### config.mk
export PLATFORM = sky130hd
export DESIGN_NAME = product_accumulator_flat
export DESIGN_NICKNAME = d
export VERILOG_FILES = /design/src/rtl/product_accumulator_if.sv /design/src/rtl/product_accumulator.sv /design/src/flat_wrapper.sv
export SDC_FILE = /design/constraint.sdc
export NUM_CORES = 1
export LEC_CHECK = 0
export BUFFER_PORTS_ARGS = -buffer_cell sky130_fd_sc_hd__buf_4
export CAP_MARGIN = 20
export CORE_ASPECT_RATIO = 0.8
export CORE_UTILIZATION = 48
export CTS_CLUSTER_SIZE = 10
export DETAILED_ROUTE_END_ITERATION = 8
export MAX_ROUTING_LAYER = met4
export PLACE_DENSITY = 0.77
export SYNTH_ARGS = -nofsm -noshare
export SYNTH_HDL_FRONTEND = slang
export SYNTH_SLANG_ARGS = --single-unit
### constraint.sdc
create_clock -name clk -period 2.35 [get_ports clk]
set_input_delay 0.1175 -clock clk [delete_from_list [all_inputs] [get_ports clk]]
set_output_delay 0.1175 -clock clk [all_outputs]
set_load 0.005 [all_outputs]
### src/rtl/product_accumulator_if.sv
// Product/result handshake bundle for product_accumulator.
// Latency: none (wires only); backpressure via prod_ready and acc_ready.
// Ports: master = product source / result sink, slave = the accumulator.
interface product_accumulator_if #(
  parameter int N     = 8,
  parameter int ACC_W = 2*N+4,
  parameter int CNT_W = 8
);
  logic               prod_valid;
  logic               prod_ready;
  logic [2*N-1:0]     product;
  logic               prod_last;
  logic               acc_valid;
  logic               acc_ready;
  logic [ACC_W-1:0]   acc_out;
  logic [CNT_W-1:0]   acc_count;
  logic               acc_ovf;

  modport master (
    output prod_valid, product, prod_last, acc_ready,
    input  prod_ready, acc_valid, acc_out, acc_count, acc_ovf
  );

  modport slave (
    input  prod_valid, product, prod_last, acc_ready,
    output prod_ready, acc_valid, acc_out, acc_count, acc_ovf
  );
endinterface

### src/rtl/product_accumulator.sv
// Saturating accumulator of signed products, grouped by prod_last, with a held result.
// Latency: result presented the cycle after the last product is accepted.
// Backpressure: no products accepted while a result waits for acc_ready.
// Ports: clk, rst (sync, active-high); bus (slave side) carries the product
// input handshake (prod_valid/prod_ready/product/prod_last) and the result
// handshake (acc_valid/acc_ready/acc_out/acc_count/acc_ovf).
module product_accumulator #(
  parameter int N     = 8,
  parameter int ACC_W = 2*N+4,
  parameter int CNT_W = 8
) (
  input  logic                  clk,
  input  logic                  rst,
  product_accumulator_if.slave  bus
);

  if (ACC_W < 2*N+1) begin : g_bad_acc_w
    $error("product_accumulator: ACC_W must be at least 2N+1");
  end

  typedef enum logic {
    ACCUM   = 1'b0,
    PRESENT = 1'b1
  } state_t;

  localparam logic signed [ACC_W-1:0] ACC_MAX = {1'b0, {(ACC_W-1){1'b1}}};
  localparam logic signed [ACC_W-1:0] ACC_MIN = {1'b1, {(ACC_W-1){1'b0}}};
  localparam logic [CNT_W-1:0]        CNT_MAX = {CNT_W{1'b1}};

  state_t                   state;
  state_t                   state_nxt;
  logic signed [ACC_W-1:0]  acc_q;
  logic [CNT_W-1:0]         cnt_q;
  logic                     ovf_q;

  logic                     take;
  logic                     release_res;
  logic signed [ACC_W:0]    prod_ext;
  logic signed [ACC_W:0]    acc_ext;
  logic signed [ACC_W:0]    sum;
  logic                     sum_ovf;
  logic signed [ACC_W-1:0]  sum_sat;

  // FSM: next state and handshake outputs.
  always_comb begin
    state_nxt      = state;
    bus.prod_ready = 1'b0;
    bus.acc_valid  = 1'b0;
    take           = 1'b0;
    release_res    = 1'b0;
    case (state)
      ACCUM: begin
        bus.prod_ready = 1'b1;
        take           = bus.prod_valid;
        if (bus.prod_valid && bus.prod_last) begin
          state_nxt = PRESENT;
        end
      end
      PRESENT: begin
        bus.acc_valid = 1'b1;
        release_res   = bus.acc_ready;
        if (bus.acc_ready) begin
          state_nxt = ACCUM;
        end
      end
      default: state_nxt = ACCUM;
    endcase
  end

  // One guard bit above the accumulator: the two top bits of the sum
  // disagree exactly when the true result does not fit in ACC_W bits.
  always_comb begin
    prod_ext = {{(ACC_W+1-2*N){bus.product[2*N-1]}}, bus.product};
    acc_ext  = {acc_q[ACC_W-1], acc_q};
    sum      = acc_ext + prod_ext;
    sum_ovf  = sum[ACC_W] ^ sum[ACC_W-1];
    if (!sum_ovf) begin
      sum_sat = sum[ACC_W-1:0];
    end else if (sum[ACC_W]) begin
      sum_sat = ACC_MIN;
    end else begin
      sum_sat = ACC_MAX;
    end
  end

  always_ff @(posedge clk) begin
    if (rst) begin
      state <= ACCUM;
      acc_q <= '0;
      cnt_q <= '0;
      ovf_q <= 1'b0;
    end else begin
      state <= state_nxt;
      if (take) begin
        acc_q <= sum_sat;
        if (cnt_q != CNT_MAX) begin
          cnt_q <= cnt_q + CNT_W'(1);
        end
        ovf_q <= ovf_q | sum_ovf;
      end else if (release_res) begin
        acc_q <= '0;
        cnt_q <= '0;
        ovf_q <= 1'b0;
      end
    end
  end

  assign bus.acc_out   = acc_q;
  assign bus.acc_count = cnt_q;
  assign bus.acc_ovf   = ovf_q;

endmodule

### src/flat_wrapper.sv
// flat-port wrapper written by rule: the top's interface ports become plain ports
module product_accumulator_flat 
#(
  parameter int N     = 8,
  parameter int ACC_W = 2*N+4,
  parameter int CNT_W = 8
)
  (clk, rst, bus_prod_valid, bus_product, bus_prod_last, bus_acc_ready, bus_prod_ready, bus_acc_valid, bus_acc_out, bus_acc_count, bus_acc_ovf);
  product_accumulator_if #(.N(N), .ACC_W(ACC_W), .CNT_W(CNT_W)) bus_i ();
  input  logic clk;
  input  logic rst;
  input wire logic [$bits(bus_i.prod_valid)-1:0] bus_prod_valid;
  input wire logic [$bits(bus_i.product)-1:0] bus_product;
  input wire logic [$bits(bus_i.prod_last)-1:0] bus_prod_last;
  input wire logic [$bits(bus_i.acc_ready)-1:0] bus_acc_ready;
  output wire logic [$bits(bus_i.prod_ready)-1:0] bus_prod_ready;
  output wire logic [$bits(bus_i.acc_valid)-1:0] bus_acc_valid;
  output wire logic [$bits(bus_i.acc_out)-1:0] bus_acc_out;
  output wire logic [$bits(bus_i.acc_count)-1:0] bus_acc_count;
  output wire logic [$bits(bus_i.acc_ovf)-1:0] bus_acc_ovf;
  assign bus_i.prod_valid = bus_prod_valid;
  assign bus_i.product = bus_product;
  assign bus_i.prod_last = bus_prod_last;
  assign bus_i.acc_ready = bus_acc_ready;
  assign bus_prod_ready = bus_i.prod_ready;
  assign bus_acc_valid = bus_i.acc_valid;
  assign bus_acc_out = bus_i.acc_out;
  assign bus_acc_count = bus_i.acc_count;
  assign bus_acc_ovf = bus_i.acc_ovf;
  product_accumulator #(.N(N), .ACC_W(ACC_W), .CNT_W(CNT_W)) u_core (.clk(clk), .rst(rst), .bus(bus_i));
endmodule
==> results of run 1 <==
==> kinds of logic after synthesis <==
family | count (synthesis) | synth area share, %
buffers and inverters | 12 | 2.90
muxes | 3 | 1.62
xor gates and xnor gates | 20 | 7.82
adders and majority gates | 22 | 12.6
DFF | 30 | 26.8
and+or+nand+nor | 90 | 19.8
AOI/OAI and AO/OA | 88 | 28.5
==> final cells by class <==
| cell class | count | area share [%] |
|---|---|---|
| clock buffer | 6 | 2.39 |
| clock inverter | 2 | 1.74 |
| timing repair buffer | 102 | 23.6 |
| multi-input combinational | 223 | 52.1 |
| sequential | 30 | 17.6 |
| tap | 57 | 2.06 |
| inverter | 4 | 0.434 |
==> what timing repair did <==
action,4_1_cts,5_1_grt
buffers inserted,4,5
setup endpoints to repair,20,20
gates resized for setup,15,17
pin swaps,10,14
==> routing by layer <==
layer	GRT usage, %	wire, µm	vias up
met1	35.3	3090	1102
met3	6.09	349	16
met4	10.9	133	0
met5	-	0	-
met2	42.7	3250	72
li1	-	-	1175
==> final timing paths <==
kind | start | end | cells past startpoint | slack (ns)
setup / recovery | u_core.bus.acc_out[0] | u_core.bus.acc_out[18] | 10 | -0.05
hold / removal | rst | u_core.bus.acc_count[0] | 2 | 0.02
setup reg to reg | u_core.bus.acc_out[0] | u_core.bus.acc_out[18] | 10 | -0.05
hold reg to reg | u_core.bus.acc_out[18] | u_core.bus.acc_out[18] | 2 | 0.48
==> report_power, final <==
group / leakage [nW] / switching [mW] / internal (mW)
combinational: 1.26 / 0.944 / 1.05
clock: 0.0714 / 0.228 / 0.452
sequential: 0.249 / 0.109 / 0.627
total: 1.58 / 1.28 / 2.13
==> cells in the final DEF (no fill, tap or decap), drive strengths merged, types with 3 or more instances in the layout <==
cell    instances
inv             4
nand3           8
a31oi           3
buf           102
and3            3
nand2          33
o211ai         13
nor2           22
a22oi           3
dfxtp          30
xor2           13
ha             21
nand4           5
a21o           12
o21a            3
o21ai          14
clkbuf          6
nor2b           8
xnor2           7
a21oi          28
or3             3
==> metrics by stage <==
stage	hold WS (ns)	utilization (%)	total power, mW
floorplan	0.187	-	1.78
finish	0.0157	79.7	3.41
detailed placement	0.324	70.8	2.46
CTS	0.0154	76.5	3.23
global placement	0.325	70.8	2.42
global route	0.00541	79.7	3.63
==> registers in the layout, summed over array words and instances, names as in the netlist <==
register              flops
u_core.bus.acc_out       20
u_core.bus.acc_ovf        1
u_core.bus.acc_count      8
u_core.state              1
==> results.toml, run 1 <==
[clock_tree]
clk_transition_reported_paths_ns = 0.07
clock_sink_count = 30
cts_tree = "yes"
root_buffer = "clkbuf_8"
max-clock-path-buffers = 2
h-tree-depth = 2
cts_inserted_buffers = 5
holdBufCountCts = 0
worst_skew_pair_later_pin_latency_ns = 0.30

[sta]
setup_ws_ns = -0.0526
worst_clock_skew_ns = 0.00481
tightest_slew_ns = 0.858
final-max-slew-violation-count = 0
unrepaired_setup_endpoints_after_global_routing = "yes"
setup-tns-final_ns = -0.281
finalWorstPathRequiredPeriod_ns = 2.40
report.final.hold_viol_count = 0
total_of_endpoints_with_negative_setup_slack_in_the_final_report = 12
timing.final.crit_share_pct = 102
max_clk_rate_mhz = 416
maxSlewHeadroom_pct = 42.6

[setup_path]
worst_ep_required_time_ns = 2.55
path_delay_family = "compound AO/OA/AOI/OAI gates"
critical_path.max_fanout = 3
worstPathCellList = "ha_4 -> fa_2 -> a21o_1 -> a211oi_4 -> o31ai_4 -> a311o_1 -> nor4_1 -> nor3_1 -> a21oi_1 -> o21ai_1"
worst_path_largest_cell_delay_ns = 0.34
cp_class = "reg2reg"
critPathLaunchType = "flop"
worst-endpoint-arrival_ns = 2.60
crit_path_slowest_cell = "dfxtp_2"
critPathCaptureType = "flop"
worst-path-buf-inv = 0

[placed_design]
placed_area_um2 = 3070
hpwl_mm = 4.72
post-place-cells = 408
port_buffers = 51
dpl_worst_slack_ns = -0.0963
gp_congestion = 0.890

[final_layout]
multiInputGateArea_um2 = 1800
final_cells = 424
number_of_antenna_cells_inserted = 0
area.growth.synth_to_final_pct = 54.2
area.sequential_um2 = 609
drive_gt1_share_pct = 45.0
postLayoutCellArea_um2 = 3460
num-fill-cells = 284
nNetsFinal = 409

[routing]
detail_route.wl_per_cell_um = 16.1
drt_pass1_iterations = 4
via_cell_ratio = 5.58
finalWirelength_mm = 6.83
drtAntennaViolNets = 0
drc = 0
num_vias = 2365
drt_iter0_markers = 128

[synthesis]
synth_top_cells_by_area = "dfxtp_1 (27%), ha_1 (12%), a21oi_1 (6.3%)"
post-synth-top-area-cell = "dfxtp_1"
synth_most_common_cell = "nand2_1"
ys_warn_count = 0
synth_area_per_cell_um2 = 8.46
synth_cells = 265
ys_dominant_reg_cell = "dfxtp_1"
synth_top_cell_area_share_pct = 26.8
synth.top_cells.by_count = "nand2_1 (32), dfxtp_1 (30), a21oi_1 (28)"
synth_area_um2 = 2240
synth_seq_area_share_pct = 26.8
synth.distinct_cells = 51
synth-edff-count = 0
mappedNetlistNets = 308
asyncSetResetFlopFracSynth_pct = 0
postSynthRegisterBits = 30

[power]
power_density_nw_per_um2 = 987
power_leakage_nw = 1.58
peak_vdd_ir_mv = 0.735

[grt]
grt.overflow.total = 0
grt_pass1_vias = 2226
antenna_found_initial = 0
grt_start_max_net_pins = 11
grt_usage_pct = 27.7
grt_first_pass_wirelength_mm = 10.4

[floorplanning]
ios = 52
fp.dieArea_um2 = 4950
start_util_pct = 51.7
fp.dieH_um = 63.1
die_width_um = 78.4
placement_rows = 21
placeableCoreArea_um2 = 4340

[min_path]
hp-class = "in2reg"

[outcome]
failing_checks = "setup timing"
run_status = "finished with violations"

[job]
cap_viol_max_count = 0
Power figures use the tool's default switching activity.
==> inputs of run 2 (changes only) <==
--- a/config.mk
+++ b/config.mk
@@ -5,6 +5,7 @@
 export SDC_FILE = /design/constraint.sdc
 export NUM_CORES = 1
 export LEC_CHECK = 0
+export ABC_AREA = 1
 export BUFFER_PORTS_ARGS = -buffer_cell sky130_fd_sc_hd__buf_4
 export CAP_MARGIN = 20
 export CORE_ASPECT_RATIO = 0.8
@@ -12,7 +13,7 @@
 export CTS_CLUSTER_SIZE = 10
 export DETAILED_ROUTE_END_ITERATION = 8
 export MAX_ROUTING_LAYER = met4
-export PLACE_DENSITY = 0.77
+export PLACE_DENSITY = 0.73
 export SYNTH_ARGS = -nofsm -noshare
 export SYNTH_HDL_FRONTEND = slang
 export SYNTH_SLANG_ARGS = --single-unit
==> constraint.sdc (replaced) <==
create_clock -name clk -period 2.4 [get_ports clk]
set_input_delay 0.12 -clock clk [delete_from_list [all_inputs] [get_ports clk]]
set_output_delay 0.12 -clock clk [all_outputs]
set_load 0.005 [all_outputs]
==> run 2 against run 1 <==
Against the previous run: the run ends with DRC left; routed wire length grew 2.8%; sequential share of layout area grew 0.85 points; clock power shrank 3.4%; register-to-register slack gained 0.22 ns; largest cell class unchanged; highest routed layer unchanged.
==> results.toml, run 2 <==
[outcome]
run_status = "finished with violations"
failing_checks = "DRC"

[clock_tree]
cts_tree = "yes"
clk_transition_reported_paths_ns = 0.07
max-clock-path-buffers = 2
holdBufCountCts = 0
clock_sink_count = 30
root_buffer = "clkbuf_8"
h-tree-depth = 2
cts.repair.resized = 0
worst_skew_pair_later_pin_latency_ns = 0.29
cts_inserted_buffers = 5
cts.repair_timing.setup_buffer_count = 0

[setup_path]
worst_path_largest_cell_delay_ns = 0.37
critical_path.max_fanout = 5
worst_ep_required_time_ns = 2.62
cp_class = "reg2reg"
rr_startpoint = "u_core.bus.acc_out[10]"
worstPathCellList = "ha_1 -> a21oi_1 -> nand2_1 -> inv_1 -> nand2_1 -> nand2_1 -> nand3_1 -> nand2_1 -> nand2_2 -> a21oi_4 -> buf_4 -> nand2_1 -> a21oi_2"
critical_path_launch_point = "u_core.bus.acc_out[10]"
worst-endpoint-arrival_ns = 2.46
worst-path-buf-inv = 2
critPathCaptureType = "flop"
path_delay_family = "simple AND/OR/NAND/NOR gates"
critical_path.most_common_cell = "nand2_1"
critPathLaunchType = "flop"
crit_path_slowest_cell = "ha_1"

[grt]
grt_start_max_net_pins = 25
grt.overflow.total = 0
grt_first_pass_wirelength_mm = 11.3
grt_pass1_vias = 2496
grt_usage_pct = 25.9
antenna_found_initial = 0

[final_layout]
area.growth.synth_to_final_pct = 25.6
num-fill-cells = 504
commonest_non_fill_non_tap_cells_in_the_layout = "nand2_1 (155), buf_4 (56), inv_1 (38)"
largest_register_ffs = 20
number_of_antenna_cells_inserted = 0
drive_gt1_share_pct = 19.1
layout_commonest_cell = "nand2_1"
nNetsFinal = 523

[routing]
drt_pass1_iterations = 6
detail_route.wl_per_cell_um = 12.9
drtAntennaViolNets = 0
met2_length_mm = 3.13
dr.max_layer_used = "met4"
drt_iter0_markers = 220
num_vias = 2886
finalWirelength_mm = 7.02
via_cell_ratio = 5.31
wl_met3_um = 443
drc = 10
routed_met1_length_mm = 3.38

[floorplanning]
placement_rows = 23
fp.dieArea_um2 = 5700
start_util_pct = 50.9
ios = 52
die_width_um = 84.2
placeableCoreArea_um2 = 5090
fp.dieH_um = 67.7

[job]
cap_viol_max_count = 0

[synthesis]
synth_top_cell_area_share_pct = 23.2
postSynthRegisterBits = 30
synth.distinct_cells = 27
mappedNetlistNets = 466
synth_most_common_cell = "nand2_1"
synth_top_cells_by_area = "dfxtp_1 (23%), nand2_1 (23%), ha_1 (10%)"
post-synth-top-area-cell = "dfxtp_1"
synth_area_per_cell_um2 = 6.13
synth_seq_area_share_pct = 23.2
synth.top_cells.by_count = "nand2_1 (157), inv_1 (39), a21oi_1 (37), nand3_1 (37), nor2_1 (33)"
ys_dominant_reg_cell = "dfxtp_1"
ys_warn_count = 0
asyncSetResetFlopFracSynth_pct = 0
synth_area_um2 = 2590
synth-edff-count = 0
synth_cells = 423

[placed_design]
hpwl_mm = 5.31
dpl_worst_slack_ns = 0.0968
port_buffers = 51
gp_congestion = 0.920

[sta]
unrepaired_setup_endpoints_after_global_routing = "no"
max_clk_rate_mhz = 448
report.final.hold_viol_count = 0
tightest_slew_ns = 0.584
worst_clock_skew_ns = 0.00634
finalWorstPathRequiredPeriod_ns = 2.23
total_of_endpoints_with_negative_setup_slack_in_the_final_report = 0
setup_ws_ns = 0.169
final-max-slew-violation-count = 0
setup-tns-final_ns = 0
timing.final.crit_share_pct = 93.0
maxSlewHeadroom_pct = 60.6

[min_path]
hp-class = "in2reg"
worstHoldStart = "bus_prod_last"

[power]
power_leakage_nw = 1.67
peak_vdd_ir_mv = 0.345
power_density_nw_per_um2 = 766
-- run 2: path summary, 6_finish.rpt --
check	depth (start not counted)	slack, ns	end
max reg2reg	13	0.17	u_core.bus.acc_out[9]
min reg2reg	2	0.47	u_core.bus.acc_ovf
min	3	0.08	u_core.state
max	13	0.17	u_core.bus.acc_out[9]
-- run 2: area by class of cell --
type	instances	area, µm²	area share [%]
Clock buffer	6	82.6	2.54
Clock inverter	2	60.1	1.84
Inverter	39	146	4.49
Multi-Input combinational cell	344	1820	56.0
Sequential cell	30	602	18.5
Tap cell	62	77.6	2.38
Timing Repair Buffer	60	465	14.3
-- run 2: cell families after synthesis --
| family | count (synthesis) | synth area share, % |
|---|---|---|
| buffers and inverters | 49 | 7.63 |
| flip-flops | 30 | 23.2 |
| AND/OR/NAND/NOR | 254 | 41.9 |
| XOR/XNOR | 10 | 3.38 |
| adder cells (fa/ha/maj) | 22 | 10.9 |
| AO/OA/AOI/OAI | 58 | 13.0 |
-- run 2: power breakdown --
part           total, mW  internal [mW]  switching [mW]
combinational       1.21          0.518           0.692
sequential         0.627          0.568          0.0590
clock              0.658          0.443           0.215
total               2.50           1.53           0.966
-- run 2: worst register-to-register path: stages (launching register included) --
cell	delay, ns
dfxtp_1	0.33
ha_1	0.37
a21oi_1	0.25
nand2_1	0.12
inv_1	0.09
nand2_1	0.06
nand2_1	0.12
nand3_1	0.10
nand2_1	0.09
nand2_2	0.08
a21oi_4	0.20
buf_4	0.19
nand2_1	0.07
a21oi_2	0.10
-- run 2: through the flow --
stage | util, % | cell area, µm² | total power [mW] | hold slack (ns) | instances
floorplan | - | 2590 | 1.46 | 0.189 | 423
global route | 63.9 | 3260 | 2.69 | 0.137 | 543
finish | 63.9 | 3260 | 2.50 | 0.0797 | 543
detailed placement | 60.1 | 3060 | 1.79 | 0.390 | 534
CTS | 62.9 | 3200 | 2.46 | 0.0826 | 542
global placement | 60.1 | 3060 | 1.78 | 0.370 | 534
-- run 2: routing by layer --
metal  up-vias  global-route usage, %
li1       1497                      -
met1      1292                   33.8
met2        90                   41.5
met3         7                   4.40
met4         0                   7.76
met5         -                      -
